File: config.mk
export PLATFORM = sky130hd
export DESIGN_NAME = uart_rx_monitor
export DESIGN_NICKNAME = d
export VERILOG_FILES = /design/src/rtl/uart_mon_pkg.sv /design/src/rtl/uart_mon_fifo.sv /design/src/rtl/uart_rx_monitor.sv
export SDC_FILE = /design/constraint.sdc
export NUM_CORES = 1
export LEC_CHECK = 0
export ABC_AREA = 0
export CAP_MARGIN = 40
export CORE_MARGIN = 2
export CORE_UTILIZATION = 50
export CTS_BUF_LIST = sky130_fd_sc_hd__clkbuf_8 sky130_fd_sc_hd__clkbuf_16
export DETAILED_ROUTE_END_ITERATION = 7
export PLACE_DENSITY_LB_ADDON = 0.2
export SKIP_LAST_GASP = 1
export SLEW_MARGIN = 20
export SYNTH_ARGS = -nofsm -noshare
export SYNTH_HDL_FRONTEND = slang
export SYNTH_SLANG_ARGS = --single-unit
File: constraint.sdc
create_clock -name HCLK -period 4.3 [get_ports HCLK]
set_clock_uncertainty 0.15 [all_clocks]
set_input_delay 0.86 -clock HCLK [delete_from_list [all_inputs] [get_ports HCLK]]
set_output_delay 0.86 -clock HCLK [all_outputs]
set_load 0.03 [all_outputs]
File: src/rtl/uart_mon_pkg.sv
// Shared types and helpers for the UART receive monitor.
package uart_mon_pkg;

  typedef enum logic [2:0] {IDLE, START, DATA, PARITY, STOP1, STOP2} state_t;

  function automatic int count_width(input int depth);
    return $clog2(depth) + 1;
  endfunction

  // Expected parity bit for a zero-extended character.
  function automatic logic parity_bit(input logic [8:0] data, input logic odd);
    return (^data) ^ odd;
  endfunction

endpackage

File: src/rtl/uart_mon_fifo.sv
// Synchronous FIFO with pop-before-push semantics when full.
module uart_mon_fifo
  import uart_mon_pkg::*;
#(
  parameter int WIDTH = 8,
  parameter int DEPTH = 16
) (
  input  logic                          clk,
  input  logic                          reset,
  input  logic                          push,
  input  logic [WIDTH-1:0]              push_data,
  input  logic                          pop,
  output logic [WIDTH-1:0]              head,
  output logic                          full,
  output logic                          empty,
  output logic [count_width(DEPTH)-1:0] count
);

  localparam int AW = $clog2(DEPTH);
  localparam int CW = count_width(DEPTH);

  logic [WIDTH-1:0] mem [DEPTH];
  logic [AW-1:0]    wr_ptr;
  logic [AW-1:0]    rd_ptr;
  logic             pop_fire;
  logic             push_fire;

  assign empty     = (count == '0);
  assign full      = (count == CW'(DEPTH));
  assign pop_fire  = pop && !empty;
  assign push_fire = push && (!full || pop_fire);
  assign head      = empty ? '0 : mem[rd_ptr];

  always_ff @(posedge clk) begin
    if (reset) begin
      wr_ptr <= '0;
      rd_ptr <= '0;
      count  <= '0;
    end else begin
      if (push_fire) wr_ptr <= wr_ptr + AW'(1);
      if (pop_fire)  rd_ptr <= rd_ptr + AW'(1);
      case ({push_fire, pop_fire})
        2'b10:   count <= count + CW'(1);
        2'b01:   count <= count - CW'(1);
        default: count <= count;
      endcase
    end
  end

  always_ff @(posedge clk) begin
    if (!reset && push_fire) mem[wr_ptr] <= push_data;
  end

endmodule

File: src/rtl/uart_rx_monitor.sv
// UART receive monitor: synchroniser, prescaler, frame FSM, error flags,
// character matcher and receive FIFO.
module uart_rx_monitor
  import uart_mon_pkg::*;
#(
  parameter int DATA_BITS  = 8,
  parameter int FIFO_DEPTH = 16,
  parameter int OVERSAMPLE = 16
) (
  input  logic                               HCLK,
  input  logic                               HRESET,
  input  logic                               en,
  input  logic                               rx,
  input  logic [15:0]                        baud_div,
  input  logic                               parity_en,
  input  logic                               parity_odd,
  input  logic                               stop2,
  input  logic [DATA_BITS-1:0]               match_char,
  input  logic                               rd_ready,
  output logic                               rd_valid,
  output logic [DATA_BITS-1:0]               rd_data,
  output logic [count_width(FIFO_DEPTH)-1:0] fifo_count,
  output logic                               match_hit,
  output logic                               frame_err,
  output logic                               parity_err,
  output logic                               overflow,
  input  logic                               err_clr
);

  generate
    if (DATA_BITS < 5 || DATA_BITS > 9 || FIFO_DEPTH < 2 ||
        (FIFO_DEPTH & (FIFO_DEPTH - 1)) != 0 ||
        OVERSAMPLE < 4 || (OVERSAMPLE % 2) != 0) begin : g_bad_params
      $error("uart_rx_monitor: illegal DATA_BITS, FIFO_DEPTH or OVERSAMPLE");
    end
  endgenerate

  localparam int OSW = $clog2(OVERSAMPLE);
  localparam logic [OSW-1:0] MID  = OSW'(OVERSAMPLE / 2 - 1);
  localparam logic [OSW-1:0] LAST = OSW'(OVERSAMPLE - 1);

  logic                 rx_meta, rxs, rxs_d;
  state_t               state;
  logic [15:0]          presc, div_q;
  logic [OSW-1:0]       os_cnt;
  logic [3:0]           bit_cnt;
  logic [DATA_BITS-1:0] shreg;
  logic                 par_bad, stop_bad;
  logic                 push, set_frame, set_par;
  logic [DATA_BITS-1:0] push_data;
  logic                 tick, mid, bit_end, frame_done, stop_ok;
  logic                 fifo_full, fifo_empty;

  assign tick       = (state != IDLE) && (presc == div_q);
  assign mid        = tick && (os_cnt == MID);
  assign bit_end    = tick && (os_cnt == LAST);
  assign frame_done = mid && ((state == STOP1 && !stop2) || state == STOP2);
  assign stop_ok    = !stop_bad && rxs;
  assign rd_valid   = !fifo_empty;

  always_ff @(posedge HCLK) begin
    if (HRESET) begin
      rx_meta <= 1'b1;
      rxs     <= 1'b1;
      rxs_d   <= 1'b1;
    end else begin
      rx_meta <= rx;
      rxs     <= rx_meta;
      rxs_d   <= rxs;
    end
  end

  // A new divisor is only picked up when the prescaler wraps or sits idle.
  always_ff @(posedge HCLK) begin
    if (HRESET) begin
      presc <= '0;
      div_q <= '0;
    end else if (!en || state == IDLE || presc == div_q) begin
      presc <= '0;
      div_q <= baud_div;
    end else begin
      presc <= presc + 16'd1;
    end
  end

  always_ff @(posedge HCLK) begin
    if (HRESET) begin
      state     <= IDLE;
      os_cnt    <= '0;
      bit_cnt   <= '0;
      shreg     <= '0;
      par_bad   <= 1'b0;
      stop_bad  <= 1'b0;
      push      <= 1'b0;
      push_data <= '0;
      set_frame <= 1'b0;
      set_par   <= 1'b0;
      match_hit <= 1'b0;
    end else begin
      push      <= 1'b0;
      set_frame <= 1'b0;
      set_par   <= 1'b0;
      match_hit <= 1'b0;
      if (!en) begin
        state  <= IDLE;
        os_cnt <= '0;
      end else begin
        if (tick) os_cnt <= (os_cnt == LAST) ? '0 : os_cnt + OSW'(1);
        case (state)
          IDLE: begin
            os_cnt   <= '0;
            bit_cnt  <= '0;
            par_bad  <= 1'b0;
            stop_bad <= 1'b0;
            if (rxs_d && !rxs) state <= START;
          end
          START: begin
            if (mid && rxs)   state <= IDLE;
            else if (bit_end) state <= DATA;
          end
          DATA: begin
            if (mid) begin
              shreg   <= {rxs, shreg[DATA_BITS-1:1]};
              bit_cnt <= bit_cnt + 4'd1;
            end
            if (bit_end && bit_cnt == 4'(DATA_BITS))
              state <= parity_en ? PARITY : STOP1;
          end
          PARITY: begin
            if (mid)     par_bad <= (rxs != parity_bit(9'(shreg), parity_odd));
            if (bit_end) state   <= STOP1;
          end
          STOP1: begin
            if (mid && stop2)     stop_bad <= !rxs;
            if (bit_end && stop2) state    <= STOP2;
          end
          STOP2: ;
          default: state <= IDLE;
        endcase
        // Finishing at mid-stop leaves half a bit to catch a back-to-back start.
        if (frame_done) begin
          state     <= IDLE;
          push      <= stop_ok;
          push_data <= shreg;
          set_frame <= !stop_ok;
          set_par   <= stop_ok && par_bad;
          match_hit <= stop_ok && (shreg == match_char);
        end
      end
    end
  end

  always_ff @(posedge HCLK) begin
    if (HRESET) begin
      frame_err  <= 1'b0;
      parity_err <= 1'b0;
      overflow   <= 1'b0;
    end else begin
      frame_err  <= set_frame | (frame_err & ~err_clr);
      parity_err <= set_par | (parity_err & ~err_clr);
      overflow   <= (push && fifo_full && !(rd_ready && rd_valid)) | (overflow & ~err_clr);
    end
  end

  uart_mon_fifo #(
    .WIDTH(DATA_BITS),
    .DEPTH(FIFO_DEPTH)
  ) u_fifo (
    .clk      (HCLK),
    .reset    (HRESET),
    .push     (push),
    .push_data(push_data),
    .pop      (rd_ready),
    .head     (rd_data),
    .full     (fifo_full),
    .empty    (fifo_empty),
    .count    (fifo_count)
  );

endmodule

==> flow_summary.json, run 1 <==
{
  "status": "finished, final reports clean",
  "finish.net_count": 762,
  "cp_cell_sequence": "buf_12 -> mux4_2 -> mux4_2 -> and2_1 -> clkdlybuf4s50_1",
  "area_growth_pct": 16.6,
  "coreArea_sq_um": 17800,
  "leakagePower_uw": 0.00391,
  "antenna_cells": 0,
  "cp_max_fo": 24,
  "maxSlewViolCount": 0,
  "start_util_pct": 50.6,
  "peakVddDrop_mv": 0.271,
  "synth_edf_count": 128,
  "yosysWarnings": 0,
  "path_buf_inv": 2,
  "htree_levels": 1,
  "placed_area_sq_um": 9790,
  "std_cell_rows": 49,
  "final_cells": 961,
  "port_buffers": 50,
  "grt_start_max_net_pins": 33,
  "antenna_found_initial": 0,
  "cts-buffers-inserted": 22,
  "rsz0062_at_grt": "no",
  "fmax_mhz": 245,
  "die_w_um": 138,
  "syn_avg_cell_area_sq_um": 13.8,
  "dp_cells": 920,
  "synth_xor_area_share_pct": 5.64,
  "final_hold_viol_count": 0,
  "wl_um": 18100,
  "postCtsSetupBuffers": 0,
  "cellPowerDensity_nw_per_um2": 441,
  "worst_path_max_delay_cell": "clkdlybuf4s50_1",
  "synth.distinct_cells": 56,
  "root_buffer": "clkbuf_16",
  "ys_seq_area_share_pct": 62.3,
  "post-route-drc-count": 0,
  "drive_above_1_share_pct": 14.6,
  "gr-usage-all-layers_pct": 19.1,
  "slew_headroom_pct": 50.1,
  "synth_cells": 651,
  "vias": 5297,
  "maxCapViolations": 0,
  "worst-endpoint-arrival_ns": 3.06,
  "cts_buffer_depth": 3,
  "worst_slew_pin_slew_ns": 0.746,
  "ys.flop_type": "edfxtp_1",
  "synthMuxAreaShare_pct": 14.2,
  "synth_compound_area_share_pct": 3.65,
  "synth_top_family_by_area": "multiplexers",
  "dr.pass1.iters": 5,
  "grt_pass1_vias": 5304,
  "tns_ns": 0,
  "die_y_um": 138,
  "cts_tree": "done",
  "critical-path-top-delay-family": "multiplexers",
  "cp-end-kind": "primary output",
  "cp_common_cell": "mux4_2",
  "setup_viol": 0,
  "insertion_delay_ns": 0.50,
  "critPathRequiredTime_ns": 3.29,
  "synthArstFlopShare_pct": 0,
  "r2r_slack_ns": 0.62,
  "cts.reportedPaths.clkPinSlew_ns": 0.06,
  "globalplace.congestion": 0.863,
  "drtAntennaViolNets": 0,
  "fin_util_pct": 59.0,
  "yosysTopAreaCell": "edfxtp_1",
  "min_period_ns": 4.07,
  "period_share_pct": 94.7,
  "slowest_delay_ns": 0.59,
  "postCtsHoldBufs": 0,
  "fin_area_sq_um": 10500,
  "synth_area_leaders": "edfxtp_1 (43%), dfxtp_1 (20%), mux4_2 (10%), mux2i_1 (4.0%), nor2_1 (3.9%)",
  "wl_per_cell_um": 18.8,
  "dieArea_sq_um": 19100,
  "crit_type": "flip-flop to primary output",
  "cp-start-kind": "flip-flop",
  "syn-num-nets": 697,
  "cts.sinks": 216,
  "syn_area_sq_um": 8990,
  "viasPerCell": 5.51,
  "hold_path.class": "flip-flop to flip-flop",
  "drtIter0Drc": 351,
  "yosys.area_share.adder_pct": 1.89,
  "boundaryPins": 51,
  "synth_top_area_share_pct": 42.7,
  "overflow": 0,
  "grt_first_pass_wirelength_um": 29300,
  "ys_seq_elements": 216,
  "hpwlAfterDp_um": 12200,
  "synth_simple_gate_area_share_pct": 10.3
}
-- metrics by stage --
stage	setup slack (ns)	hold WS [ns]	total power (uW)
2_1_floorplan	1.25	0.239	2720
3_3_place_gp	0.680	0.252	2900
3_5_place_dp	0.660	0.248	2920
4_1_cts	0.0683	0.263	4680
5_1_grt	0.115	0.266	4830
6_report	0.226	0.257	4630
-- final timing paths --
check / cells past startpoint / from / to
worst max-delay path: 5 / flip-flop / rd_data[3]
worst min-delay path: 1 / rx_meta / rxs
worst max register to register: 11 / u_fifo.count[0] / u_fifo.count[4]
worst min register to register: 1 / rx_meta / rxs
-- synth_stat cells (all sizes together) (2+ instances only) --
cell     count
edfxtp     128
nor2        95
dfxtp       88
mux4        40
nand2       37
mux2i       36
xnor2       36
xor2        21
clkbuf      18
a21oi       16
inv         14
nand3       13
ha          12
nand4       12
and2        11
buf         10
nor4         5
o21ai        5
a21o         4
and3         4
nand2b       4
or3          4
a211oi       3
nor2b        3
o31ai        3
or2          3
a31oi        2
nor3         2
o2111ai      2
o211ai       2
or4          2
-- report_power, final --
part	internal (uW)	total [uW]	switching, uW
Clock	992	1760	768
Sequential	2210	2270	59.4
Combinational	271	602	331
-- cells in the final DEF (no fill, tap or decap), types with 4 or more instances in the layout --
cell	count
nor4_1	4
clkbuf_16	22
edfxtp_1	128
nand2_1	37
clkinv_2	5
buf_4	18
a21oi_1	16
dfxtp_1	87
inv_1	18
and3_1	4
clkdlybuf4s50_1	49
mux2i_1	36
nand2b_1	4
and2_1	10
xor2_1	21
or3_1	4
mux4_2	40
nor2_1	94
ha_1	12
xnor2_1	35
nand3_1	13
o21ai_0	4
nand4_1	10
a21o_1	4
-- worst reg2reg max path, delay by kind of cell (launching register included) --
kind,cells,cell delay (ns)
simple gates,5,1.61
compound gates,5,0.97
fa+ha+maj,1,0.42
flops,1,0.38
-- state kept, by name, summed over array words and instances, names as in the netlist, 3 cells and up, named ones only --
name	cells
presc	16
u_fifo.count	5
os_cnt	4
state	3
bit_cnt	4
push_data	8
shreg	8
div_q	16
u_fifo.rd_ptr	4
u_fifo.mem	128
u_fifo.wr_ptr	4
-- cell type report --
| cell class | instances | area [sq um] |
|---|---|---|
| clock buffer | 25 | 592 |
| clock inverter | 15 | 90.1 |
| fill | 1375 | 7290 |
| inverter | 14 | 52.6 |
| multi-input combinational | 393 | 3210 |
| sequential | 216 | 5610 |
| tap | 229 | 287 |
| timing repair buffer | 69 | 651 |
-- metal layers --
metal	track usage (%)	wire [um]	share of wire, %
met5	0	0	0
met4	3.97	229	1.3
met3	2.94	811	4.5
met2	32.6	8960	50
met1	26.5	8050	45
-- timing repair --
| item | in CTS | in global routing |
|---|---|---|
| resized for setup | 0 | 1 |
| hold endpoints to repair | 0 | 0 |
| setup endpoints to repair | 0 | 1 |
-- logic make-up (layout without fill, tap and decap cells) --
group / Yosys count / after routing
simple gates: 198 / 198
mux: 77 / 77
flops: 216 / 216
fa+ha+maj: 13 / 13
xor+xnor: 57 / 57
buf+inv: 42 / 123
compound gates: 48 / 48
Power figures use the tool's default switching activity.
==> run 2: changes to the inputs <==
--- a/config.mk
+++ b/config.mk
@@ -5,7 +5,6 @@
 export SDC_FILE = /design/constraint.sdc
 export NUM_CORES = 1
 export LEC_CHECK = 0
-export ABC_AREA = 0
 export CAP_MARGIN = 40
 export CORE_MARGIN = 2
 export CORE_UTILIZATION = 50
==> results of run 2 <==
No change in the layout: final DEF, timing and power equal those of run 1.
